<file path="src/rtl/bit_serializer.sv">
// Parallel-to-serial shifter with a one-entry holding register so back-to-back words stream gap-free.
// Optional even-parity trailer bit when PARITY_EN is defined.
module bit_serializer #(
    parameter int WIDTH     = 8,
    parameter bit MSB_FIRST = 1'b1
) (
    input  logic             clk,
    input  logic             reset,
    input  logic [WIDTH-1:0] data_in,
    input  logic             data_valid,
    output logic             data_ready,
    output logic             dout,
    output logic             dout_valid,
    output logic             busy,
    output logic             word_done
);

    localparam int CW = $clog2(WIDTH + 1);
    localparam logic [CW-1:0] LAST = CW'(WIDTH);
    localparam logic [CW-1:0] ONE  = CW'(1);
`ifdef PARITY_EN
    localparam bit PAR_ON = 1'b1;
`else
    localparam bit PAR_ON = 1'b0;
`endif

    // Handshake: a word moves on a rising edge where data_valid && data_ready;
    // the producer holds data_in steady until then.
    typedef enum logic [1:0] {
        IDLE  = 2'd0,
        SHIFT = 2'd1,
        PAR   = 2'd2
    } state_t;

    state_t           state;
    logic [WIDTH-1:0] shreg;
    logic [WIDTH-1:0] hold;
    logic             hold_full;
    logic [CW-1:0]    cnt;
`ifdef PARITY_EN
    logic             par_bit;
`endif

    logic             accept;
    logic             final_bit;
    logic             load_now;
    logic [WIDTH-1:0] load_word;

    function automatic logic first_bit(input logic [WIDTH-1:0] w);
        return MSB_FIRST ? w[WIDTH-1] : w[0];
    endfunction

    function automatic logic [WIDTH-1:0] remaining(input logic [WIDTH-1:0] w);
        return MSB_FIRST ? (w << 1) : (w >> 1);
    endfunction

    assign data_ready = reset & ~hold_full;
    assign busy       = (state != IDLE) | hold_full;
    assign accept     = data_valid & data_ready;

`ifdef PARITY_EN
    assign final_bit = (state == PAR);
`else
    assign final_bit = (state == SHIFT) && (cnt == LAST);
`endif

    // A held word always wins over a fresh one at the frame boundary; a fresh
    // word can only arrive there when hold is empty anyway.
    always_comb begin
        load_now  = 1'b0;
        load_word = data_in;
        if (state == IDLE) begin
            load_now = accept;
        end else if (final_bit) begin
            if (hold_full) begin
                load_now  = 1'b1;
                load_word = hold;
            end else begin
                load_now = accept;
            end
        end
    end

    always_ff @(posedge clk) begin
        if (!reset) begin
            state      <= IDLE;
            shreg      <= '0;
            cnt        <= '0;
            hold       <= '0;
            hold_full  <= 1'b0;
            dout       <= 1'b0;
            dout_valid <= 1'b0;
            word_done  <= 1'b0;
`ifdef PARITY_EN
            par_bit    <= 1'b0;
`endif
        end else begin
            if (load_now) begin
                state      <= SHIFT;
                dout       <= first_bit(load_word);
                shreg      <= remaining(load_word);
                cnt        <= ONE;
                dout_valid <= 1'b1;
                word_done  <= 1'b0;
`ifdef PARITY_EN
                par_bit    <= ^load_word;
`endif
                if (final_bit && hold_full) begin
                    hold_full <= 1'b0;
                end
            end else if (final_bit) begin
                state      <= IDLE;
                shreg      <= '0;
                cnt        <= '0;
                dout       <= 1'b0;
                dout_valid <= 1'b0;
                word_done  <= 1'b0;
            end else if (state == SHIFT) begin
`ifdef PARITY_EN
                if (cnt == LAST) begin
                    state     <= PAR;
                    dout      <= par_bit;
                    word_done <= 1'b1;
                end else
`endif
                begin
                    // cnt counts bits already presented, so it stops at WIDTH.
                    dout      <= first_bit(shreg);
                    shreg     <= remaining(shreg);
                    cnt       <= cnt + ONE;
                    word_done <= !PAR_ON && ((cnt + ONE) == LAST);
                end
            end

            if (accept && !load_now) begin
                hold      <= data_in;
                hold_full <= 1'b1;
            end
        end
    end

endmodule

</file>
<file path="config.mk">
export PLATFORM = sky130hd
export DESIGN_NAME = bit_serializer
export DESIGN_NICKNAME = d
export VERILOG_FILES = /design/src/rtl/bit_serializer.sv
export SDC_FILE = /design/constraint.sdc
export NUM_CORES = 1
export LEC_CHECK = 0
export ABC_CLOCK_PERIOD_IN_PS = 2200
export CAP_MARGIN = 20
export CORE_MARGIN = 2
export CORE_UTILIZATION = 57
export CTS_CLUSTER_SIZE = 28
export DETAILED_ROUTE_END_ITERATION = 8
export PLACE_DENSITY = 0.82
export SLEW_MARGIN = 20
export SYNTH_ARGS = -nofsm -noshare
export SYNTH_HDL_FRONTEND = slang
export SYNTH_SLANG_ARGS = --single-unit
</file>
<file path="constraint.sdc">
create_clock -name clk -period 2.2 [get_ports clk]
set_input_delay 0.44 -clock clk [delete_from_list [all_inputs] [get_ports clk]]
set_output_delay 0.44 -clock clk [all_outputs]
set_load 0.005 [all_outputs]
</file>
After elaboration in Yosys (flattened, before gate mapping). Index checks and enable logic that the tools add are counted.

Add/subtract/negate cells: 1. Equal/unequal tests: 2. Mux-type cells: 22. Bitwise gates (word level): 5. Reduce and logical (&&, ||, !) cells: 11.

Operators with widths (count): two-way mux 8 bit (6); two-way mux 1 bit (16); == test 4 bit (second input constant) (2); nonzero test 2 bit (3); adder 4 x 1 -> 4 bit (second input constant) (1); logical AND 1 bit (3); nonzero test 3 bit (1); OR reduction 3 bit (1); AND 1 bit (2); logical NOT 2 bit (1); inverter 1 bit (2); AND reduction 2 bit (1); logical NOT 1 bit (1); bitwise OR 1 bit (1).

Bits in registers: 24. Logic and storage cells: 50.

Logic depth before layout (Yosys ltp). Gate-level depths: netlist of the first run.

Depth after elaboration: 10. Depth in mapped cells: 7. Gate-level depth less buffers: 6.

Worst setup path before layout of the first run. No wires, ideal clock.

Kind: flip-flop to output port. Start: register dout_valid (netlist name). End: output port busy. Data arrival time: 974 ps. Data required time: 1760 ps. Setup slack: 786 ps. Cell stages (with the launch flop): 4. Path buffers: 2. Path through: dfxtp_1 buf_2 buf_2 or2_2.

RTL lines: end: declaration (RTL line 14) `output logic busy,`.

Final worst setup path of the first run.
Start: input port reset. End: output port data_ready.

Cells in the longest elaborated chain, start to end: 1.

RTL lines: start: declaration (RTL line 8) `input logic reset,`; AND 1 bit (RTL line 57) `assign data_ready = reset & ~hold_full;`; end: declaration (RTL line 11) `output logic data_ready,`.

Every way passes these cells.

==> key figures, run 1 <==
Yosys
  – Yosys Warn Count: 0
  – Post-Synth Adder-Cell Area: 2.12%
  – Post-synthesis sequential area ratio: 39.1%
  – Synth Area in Simple Gates: 24.1%
  – Asr flop ratio synth: 0%
  – Largest area contributor in the netlist: dfxtp_1
  – Main flop type after synthesis: dfxtp_1
  – EDFF count, synth: 0
  – Post-synthesis mux area share: 5.10%
  – Synthesized area: 1180 sq um
  – Post-Synthesis Cells: 136
  – Largest family of logic cells by synthesized area: simple AND/OR/NAND/NOR gates
  – Post-synthesis compound-gate area fraction: 22.2%
  – Share of Yosys cell area claimed by the top area cell type: 39.1%
  – Syn_area_per_cell: 8.67 sq um
  – Syn nets: 149
  – Top cells by area, synth: dfxtp_1, nand2_1, mux2i_1
  – Synth cell types: 33
  – Yosys reg bits: 23
  – XOR/XNOR Fraction of Synth Area: 2.23%

Global routing
  – Largest net degree at the start of global routing: 25
  – Total grt overflow: 0
  – Vias in the first global route: 937
  – GR Util All Layers: 21.8%
  – First-pass GRT wire length: 4180 microns
  – Initial antenna violation count: 0

Drt
  – Initial DRC count: 26
  – Drt first pass iters: 4
  – Routed Antenna Nets: 0
  – Routed vias: 1078
  – Post-Route WL: 2480 microns
  – Vias/cell: 6.02
  – Avg WL per Cell: 13.9 microns
  – DRC: 0

Finish
  – FF+latch area: 460 sq um
  – N_diodes: 0
  – Most frequent cells in the layout: dfxtp_1, nand2_1, clkdlybuf4s50_1, o21ai_0
  – Share of post-route cells with drive strength above 1: 9.21%
  – P&R area growth vs syn: 17.2%
  – Filler cell count: 179
  – Final nets: 166
  – Multi-input logic area: 657 sq um
  – Final Core Density: 70.4%
  – Commonest non-fill, non-tap cell in the layout: dfxtp_1

CTS
  – CTS Sinks: 23
  – Hold_buf cts: 0
  – H-tree Lvls: 1
  – Setup Fix Bufs, Post-CTS: 0
  – Reg clk slew, reported paths: 120 ps
  – Worst-Skew Late Latency: 310 ps
  – CTS tree: done
  – CTS root buffer: clkbuf_4
  – CTS max path bufs: 2
  – CTS resizes: 0
  – TritonCTS Buffers: 3

Floorplanning
  – I/O pin count: 16
  – Die width: 49.5 microns
  – Initial Utilization: 60.1%
  – Core area: 1960 sq um
  – FP Rows: 16
  – Die H: 49.5 microns
  – Area of the die: 2450 sq um

Worst setup path
  – CP most frequent cell: clkdlybuf4s50_1
  – Reg2reg setup slack: 550 ps
  – Critical Path Stages: 3
  – Slowest cell on crit path: clkdlybuf4s50_1
  – FF-to-FF Start: hold_full
  – Slowest cell delay on critical path: 510 ps
  – Critical Path Fanout Max: 2
  – Cell Chain, Critical Path: clkdlybuf4s50_1, nor2b_1, clkdlybuf4s50_1
  – R2r endpoint: shreg[6]
  – Delay-heaviest family, CP: buffers and inverters
  – Arrival @ worst endpoint: 1590 ps
  – Critical path endpoint: data_ready
  – Worst Path Buf+Inv: 2
  – Path depth of the worst reg2reg path: 5
  – Data required time of the worst path: 1760 ps
  – Critical Path Source Type: input port
  – CP startpoint: reset
  – Critical Path End Type: output port
  – WS Path Type: input port to output port

Placement
  – Routability cong.: 0.792
  – Dpl hpwl: 1770 microns
  – IO Port Bufs: 15

Timing
  – Worst-margin pin slew: 354 ps
  – Min Hold Slack: 479 ps
  – Final clock skew: 10.0 ps
  – Setup TNS: 0 ps
  – Final Setup Violations: 0
  – Post-layout min period: 2030 ps
  – Slew margin rel.: 76.3%
  – FMAX: 0.492 GHz
  – RSZ-0062 raised after global routing: false
  – Max Slew Vio Count: 0
  – Final hold viol count: 0
  – Tcrit/Tclk final: 92.3%

Run status
  – Status: finished, final reports clean

Power
  – VDD IR-drop max: 409 uV
  – Cell Pwr Density: 582 nW/um^2
  – P_leak: 0.529 nW
  – Total power draw: 0.000804 W

Worst hold path
  – Hold Crit Class: flop to flop

Job
  – Max Cap Viol: 0
-- routing by layer --
metal	wire length [microns]	GRT usage [%]
met1	1170	32.1
met2	1140	34.0
met3	171	3.03
met4	4	4.63
met5	0	0
-- logic make-up (layout without fill, tap and decap cells) --
kind of cell / after synthesis / count (layout)
and+or+nand+nor: 51 / 51
xor gates and xnor gates: 3 / 3
adders and majority gates: 2 / 2
DFF: 23 / 23
AOI/OAI and AO/OA: 40 / 40
muxes: 6 / 6
buffers and inverters: 11 / 27
-- cells in the mapped netlist (4+ instances only) --
cell type  count
o21bai_1       4
a21oi_1        5
mux2i_1        6
nand3_1        6
a32o_1         4
nand2_1       18
nor2b_1        6
a31oi_1        7
o21ai_0       12
dfxtp_1       23
nor2_1         7
buf_2          4
-- state kept, by name (all words and copies together) (netlist names) --
signal,flops
dout_valid,1
hold,8
cnt,4
hold_full,1
dout,1
word_done,1
shreg,7
-- metrics by stage --
stage	instance area (sq um)	cells	setup WS (ps)
5_1_grt	1380	179	99.0
2_1_floorplan	1180	136	786
4_1_cts	1380	179	136
3_3_place_gp	1350	175	165
3_5_place_dp	1350	175	152
6_report	1380	179	170
-- worst min-delay path by stage --
stage | startpoint | cells after the start | slack (ps) | end
6_report | shreg[7] | 2 | 480 | dout
5_1_grt | shreg[3] | 2 | 500 | shreg[4]
4_1_cts | shreg[3] | 2 | 470 | shreg[4]
3_5_place_dp | shreg[3] | 2 | 450 | shreg[4]
3_3_place_gp | shreg[3] | 2 | 440 | shreg[4]
2_1_floorplan | shreg[3] | 2 | 430 | shreg[4]
-- area by class of cell --
type	instances	share of cell area, %
Clock buffer	3	1.63
Clock inverter	1	0.362
Inverter	2	0.543
Multi-Input combinational cell	102	47.6
Sequential cell	23	33.3
Tap cell	27	2.45
Timing Repair Buffer	21	14.1
-- power breakdown --
| part | total, W | internal (W) | switching (W) |
|---|---|---|---|
| registers | 0.000460 | 0.000440 | 0.0000192 |
| clock network | 0.000197 | 0.0000679 | 0.000129 |
| logic | 0.000148 | 0.0000750 | 0.0000730 |
| total | 0.000804 | 0.000583 | 0.000221 |
-- worst reg2reg max path, delay by kind of cell, from the launching register on --
family                 cells  cell delay (ps)
flip-flops                 1              440
buffers and inverters      1              210
AO/OA/AOI/OAI              2              310
AND/OR/NAND/NOR            2              610
(Power assumes the default switching activity.)
==> inputs of run 2 (changes only) <==
--- a/config.mk
+++ b/config.mk
@@ -6,7 +6,6 @@
 export NUM_CORES = 1
 export LEC_CHECK = 0
 export ABC_CLOCK_PERIOD_IN_PS = 2200
-export CAP_MARGIN = 20
 export CORE_MARGIN = 2
 export CORE_UTILIZATION = 57
 export CTS_CLUSTER_SIZE = 28
==> constraint.sdc (replaced) <==
create_clock -name clk -period 2.2 [get_ports clk]
set_input_delay 0.22 -clock clk [delete_from_list [all_inputs] [get_ports clk]]
set_output_delay 0.22 -clock clk [all_outputs]
set_load 0.005 [all_outputs]
==> run 2 against run 1 <==
Critical endpoint is now busy. Largest power group unchanged. Sequential share of layout area is 0.77 points higher. Routed wire length is 1.9% higher. Final area is 2.3% lower. Sequential power hardly changed.
==> key figures, run 2 (synthesis gave the netlist of run 1 again) <==
Worst setup path
  – Slowest cell on crit path: dfxtp_1
  – Delay-heaviest family, CP: flip-flops
  – Slowest cell delay on critical path: 640 ps (+130 ps)
  – WS Path Type: flop to output port
  – R2r endpoint: dout
  – Critical Path Stages: 2 (-1)
  – Path depth of the worst reg2reg path: 4 (-1)
  – Reg2reg setup slack: 560 ps (about the same)
  – Data required time of the worst path: 1980 ps (+220 ps)
  – Cell Chain, Critical Path: or2_2, clkdlybuf4s50_1
  – FF-to-FF Start: hold_full
  – Critical Path End Type: output port
  – Arrival @ worst endpoint: 1620 ps (+30 ps)
  – Critical Path Fanout Max: 16 (+14)
  – Critical Path Source Type: flop
  – Worst Path Buf+Inv: 1 (-1)

Finish
  – N_diodes: 0 (unchanged)
  – Most frequent cells in the layout: dfxtp_1, nand2_1, clkdlybuf4s50_1, o21ai_0
  – Reg with most FFs: hold
  – Post-route non-filler standard cell count: 175 (-2.2%)
  – Biggest regs: hold x8, shreg x7, cnt x4
  – Share of post-route cells with drive strength above 1: 6.08% (-3.1 points)
  – Commonest non-fill, non-tap cell in the layout: dfxtp_1
  – FF+latch area: 460 sq um (unchanged)
  – Largest register FFs: 8 (unchanged)
  – Multi-input logic area: 657 sq um (unchanged)
  – P&R area growth vs syn: 14.5%
  – Filler cell count: 163 (-8.9%)
  – Final nets: 162 (-2.4%)

Worst hold path
  – Hold worst-path end: shreg[6]
  – Hold Path Origin: shreg[5]
  – Hold Crit Depth: 2 (unchanged)
  – Hold Crit Class: flop to flop

Drt
  – Post-Route WL: 2530 microns (+1.9%)
  – Vias/cell: 5.83 (-3.2%)
  – Routed vias: 1020 (-5.4%)
  – Routed Antenna Nets: 0 (unchanged)
  – Initial DRC count: 23 (-12%)
  – Drt first pass iters: 4 (unchanged)
  – DRC: 0 (unchanged)
  – Avg WL per Cell: 14.5 microns (+4.2%)

Floorplanning
  – Core area: 1960 sq um (unchanged)
  – FP Rows: 16 (unchanged)
  – Initial Utilization: 60.1% (unchanged)
  – I/O pin count: 16 (unchanged)
  – Die width: 49.5 microns (unchanged)
  – Die H: 49.5 microns (unchanged)
  – Area of the die: 2450 sq um (unchanged)

CTS
  – TritonCTS Buffers: 3 (unchanged)
  – Worst-Skew Late Latency: 300 ps (about the same)
  – Setup Fix Bufs, Post-CTS: 0 (unchanged)
  – CTS Sinks: 23 (unchanged)
  – Hold_buf cts: 0 (unchanged)
  – CTS tree: done
  – Reg clk slew, reported paths: 130 ps (about the same)
  – CTS root buffer: clkbuf_4
  – CTS resizes: 0 (unchanged)
  – H-tree Lvls: 1 (unchanged)
  – CTS max path bufs: 2 (unchanged)

Timing
  – Final hold viol count: 0 (unchanged)
  – Max Slew Vio Count: 0 (unchanged)
  – Final Setup Violations: 0 (unchanged)
  – Slew margin rel.: 67.8% (-8.5 points)
  – Tcrit/Tclk final: 83.8% (-8.5 points)
  – Setup TNS: 0 ps (unchanged)
  – Worst-margin pin slew: 483 ps (+129 ps)
  – FMAX: 0.543 GHz (+10%)
  – RSZ-0062 raised after global routing: false
  – Fin worst setup slack: 357 ps (+187 ps)
  – Post-layout min period: 1840 ps (-187 ps)
  – Final clock skew: 7.48 ps (-2.56 ps)

Job
  – Max Cap Viol: 0 (unchanged)

Power
  – Cell Pwr Density: 589 nW/um^2 (+1.1%)
  – Total power draw: 0.000795 W (-1.1%)
  – P_leak: 0.506 nW (-4.4%)
  – VDD IR-drop max: 454 uV (+11%)

Global routing
  – Initial antenna violation count: 0 (unchanged)
  – Largest net degree at the start of global routing: 26 (+4.0%)
  – Vias in the first global route: 1059 (+13%)
  – GR Util All Layers: 24.3% (+2.5 points)
  – Total grt overflow: 0 (unchanged)
  – First-pass GRT wire length: 4660 microns (+12%)

Placement
  – IO Port Bufs: 15 (unchanged)
  – Cells after DPL: 171 (-2.3%)
  – Dpl hpwl: 1740 microns (-1.4%)
  – Dpl ws: 342 ps (+189 ps)
  – Routability cong.: 0.803 (+1.5%)

Run status
  – Status: finished, final reports clean
## run 2: final cells by class
type | instances | share of cell area (%)
multi-input combinational | 102 | 48.7
sequential | 23 | 34.1
timing repair buffer | 17 | 12.2
tap | 27 | 2.50
clock buffer | 4 | 1.95
inverter | 2 | 0.556
## run 2: worst register-to-register path, cell delays in order (launching register included)
cell	delay [ps]
dfxtp_1	640
nand3b_2	330
nand2b_1	240
o21ai_0	270
a31oi_1	60
## run 2: worst max path at each step
stage,start,end
floorplan,cnt[0],word_done
global placement,reset,hold[6]
detailed placement,reset,hold[3]
CTS,hold_full,busy
global route,hold_full,busy
finish,hold_full,busy
## run 2: power by group
part | internal (W) | switching, W
clock network | 0.0000706 | 0.000123
logic | 0.0000695 | 0.0000702
registers | 0.000440 | 0.0000215
total | 0.000580 | 0.000214
## run 2: per-stage QoR
step,hold WS (ps),area (sq um),utilization (%)
6_report,471,1350,68.8
5_1_grt,506,1350,68.8
4_1_cts,486,1350,68.8
3_5_place_dp,466,1320,67.5
3_3_place_gp,446,1320,67.5
2_1_floorplan,365,1180,-
## run 2: metal layers
metal | wire length, microns | GRT usage (%)
met1 | 1240 | 31.9
met2 | 1160 | 39.0
met3 | 107 | 4.24
met4 | 21 | 11.1
met5 | 0 | 0
==> inputs of run 3 (changes only) <==
--- a/config.mk
+++ b/config.mk
@@ -5,12 +5,12 @@
 export SDC_FILE = /design/constraint.sdc
 export NUM_CORES = 1
 export LEC_CHECK = 0
-export ABC_CLOCK_PERIOD_IN_PS = 2200
+export ABC_CLOCK_PERIOD_IN_PS = 1600
 export CORE_MARGIN = 2
-export CORE_UTILIZATION = 57
+export CORE_UTILIZATION = 48
 export CTS_CLUSTER_SIZE = 28
 export DETAILED_ROUTE_END_ITERATION = 8
-export PLACE_DENSITY = 0.82
+export PLACE_DENSITY = 0.74
 export SLEW_MARGIN = 20
 export SYNTH_ARGS = -nofsm -noshare
 export SYNTH_HDL_FRONTEND = slang
==> constraint.sdc (replaced) <==
create_clock -name clk -period 1.6 [get_ports clk]
set_input_delay 0.16 -clock clk [delete_from_list [all_inputs] [get_ports clk]]
set_output_delay 0.16 -clock clk [all_outputs]
set_load 0.005 [all_outputs]
==> run 3 against run 2 <==
Critical path depth unchanged. Sequential share of layout area down 2.6 points. Combinational power up 74%. Non-clock buffer count up 15. Sequential power up 35%. Sequential cell count unchanged. Largest cell class unchanged. Final cell count up 9.1%. Global-route usage down 2.4 points.
==> key figures, run 3 (synthesis gave the netlist of run 1 again) <==
Timing
  – Final hold viol count: 0 (unchanged)
  – Tcrit/Tclk final: 95.8%
  – Slew margin rel.: 77.1% (+9.3 points)
  – Worst-margin pin slew: 342 ps (-141 ps)
  – FMAX: 0.652 GHz
  – Final clock skew: 1.45 ps (-6.03 ps)
  – Final Setup Violations: 0 (unchanged)
  – Min Hold Slack: 459 ps (-11.2 ps)
  – Max Slew Vio Count: 0 (unchanged)
  – Post-layout min period: 1530 ps
  – RSZ-0062 raised after global routing: false

Finish
  – Most frequent cells in the layout: dfxtp_1, nand2_1, buf_4, clkdlybuf4s50_1, o21ai_0
  – Commonest non-fill, non-tap cell in the layout: dfxtp_1
  – N_diodes: 0 (unchanged)
  – Reg with most FFs: hold
  – Largest register FFs: 8 (unchanged)
  – Post-route non-filler standard cell count: 191 (+9.1%)
  – Final nets: 177 (+9.3%)
  – P&R area growth vs syn: 25.5%
  – Filler cell count: 186 (+14%)
  – Biggest regs: hold x8, shreg x7, cnt x4
  – Share of post-route cells with drive strength above 1: 16.6% (+10 points)

Power
  – Switching share of power: 26.9% (-0.071 points)
  – VDD IR-drop max: 519 uV (+14%)
  – Sw power: 0.000305 W (+42%)
  – Combinational share of power: 21.5% (+3.9 points)
  – Clk pwr share: 23.5% (-0.8 points)
  – Pint: 0.000829 W (+43%)
  – Cell Pwr Density: 767 nW/um^2 (+30%)
  – P_leak: 0.598 nW (+18%)
  – Flop pwr share: 55.0% (-3.1 points)

Drt
  – Drt first pass iters: 4 (unchanged)
  – DRC: 0 (unchanged)
  – Initial DRC count: 24 (+4.3%)
  – Post-Route WL: 2710 microns (+7.2%)
  – Vias/cell: 5.73 (-1.6%)
  – Avg WL per Cell: 14.2 microns (-1.8%)
  – Routed Antenna Nets: 0 (unchanged)
  – Routed vias: 1095 (+7.4%)

Global routing
  – Total grt overflow: 0 (unchanged)
  – First-pass GRT wire length: 4620 microns (-1.0%)
  – Vias in the first global route: 1084 (+2.4%)
  – Largest net degree at the start of global routing: 21 (-19%)
  – Initial antenna violation count: 0 (unchanged)
  – GR Util All Layers: 21.8% (-2.4 points)

CTS
  – Reg clk slew, reported paths: 120 ps (about the same)
  – CTS root buffer: clkbuf_4
  – CTS Sinks: 23 (unchanged)
  – Hold_buf cts: 0 (unchanged)
  – CTS max path bufs: 2 (unchanged)
  – H-tree Lvls: 1 (unchanged)
  – CTS tree: done
  – TritonCTS Buffers: 3 (unchanged)
  – Worst-Skew Late Latency: 300 ps (about the same)

Floorplanning
  – I/O pin count: 16 (unchanged)
  – Core area: 2280 sq um (+16%)
  – Die width: 53.6 microns (+8.2%)
  – Die H: 53.6 microns (+8.2%)
  – Initial Utilization: 51.8% (-8.3 points)
  – Area of the die: 2870 sq um (+17%)
  – FP Rows: 17 (+1)

Worst setup path
  – Critical Path End Type: output port
  – Slowest cell delay on critical path: 520 ps (-120 ps)
  – Critical Path Fanout Max: 20 (+4)
  – Worst Path Buf+Inv: 2 (+1)
  – Critical Path Source Type: flop
  – Arrival @ worst endpoint: 1370 ps (-250 ps)
  – Delay-heaviest family, CP: buffers and inverters
  – Cell Chain, Critical Path: buf_8, clkdlybuf4s50_1
  – Data required time of the worst path: 1440 ps (-540 ps)
  – Slowest cell on crit path: clkdlybuf4s50_1
  – WS Path Type: flop to output port

Placement
  – Cells after DPL: 186 (+8.8%)
  – Routability cong.: 0.891 (+11%)
  – IO Port Bufs: 15 (unchanged)
  – Dpl hpwl: 2000 microns (+15%)

Job
  – Max Cap Viol: 0 (unchanged)

Worst hold path
  – Hold Crit Class: input port to flop

Run status
  – Status: finished, final reports clean
-- run 3: tightest hold or removal path: stages --
cell,delay (ps)
clkdlybuf4s50_1,420
nand2_1,70
a31oi_1,80
-- run 3: through the flow --
step                      instance area, sq um  setup WS, ps  setup TNS [ps]  utilization (%)  total power [W]
final                                     1480          67.4               0             65.0          0.00113
after global routing                      1480          13.7               0             65.0          0.00119
after CTS                                 1470          8.40               0             64.6          0.00114
after detailed placement                  1430         -3.23           -7.89             62.8         0.000872
after global placement                    1430          24.5               0             62.8         0.000866
after floorplan                           1180           252               0                -         0.000764
-- run 3: power groups by stage --
stage | clock, W | combinational [W] | sequential [W]
floorplan | 0 | 0.000129 | 0.000636
finish | 0.000267 | 0.000243 | 0.000624
global route | 0.000292 | 0.000270 | 0.000627
detailed placement | 0 | 0.000234 | 0.000638
global placement | 0 | 0.000229 | 0.000637
CTS | 0.000273 | 0.000240 | 0.000623
-- run 3: metal layers --
layer	GRT usage, %	routed length (microns)
met2	37.2	1260
met3	3.06	171
met4	8.97	20
met1	27.5	1260
met5	0	0
-- run 3: timing repair --
item	in CTS	in global routing
cloned	0	0
buffers inserted	1	0
resized for setup	4	4
setup endpoints to repair	3	8
-- run 3: path summary, 6_finish.rpt --
path / startpoint / endpoint / slack [ps] / cells after the start
min: data_in[0] / shreg[1] / 460 / 3
max reg2reg: cnt[1] / hold[1] / 160 / 6
max: dout_valid / dout_valid / 70 / 2
min reg2reg: hold[2] / hold[2] / 470 / 2
-- run 3: layout make-up --
cell class | instances | area [sq um] | area share [%]
Tap cell | 28 | 35.0 | 2.37
Sequential cell | 23 | 465 | 31.5
Timing Repair Buffer | 32 | 287 | 19.4
Inverter | 2 | 7.51 | 0.508
Multi-Input combinational cell | 102 | 658 | 44.5
Clock buffer | 4 | 26.3 | 1.78
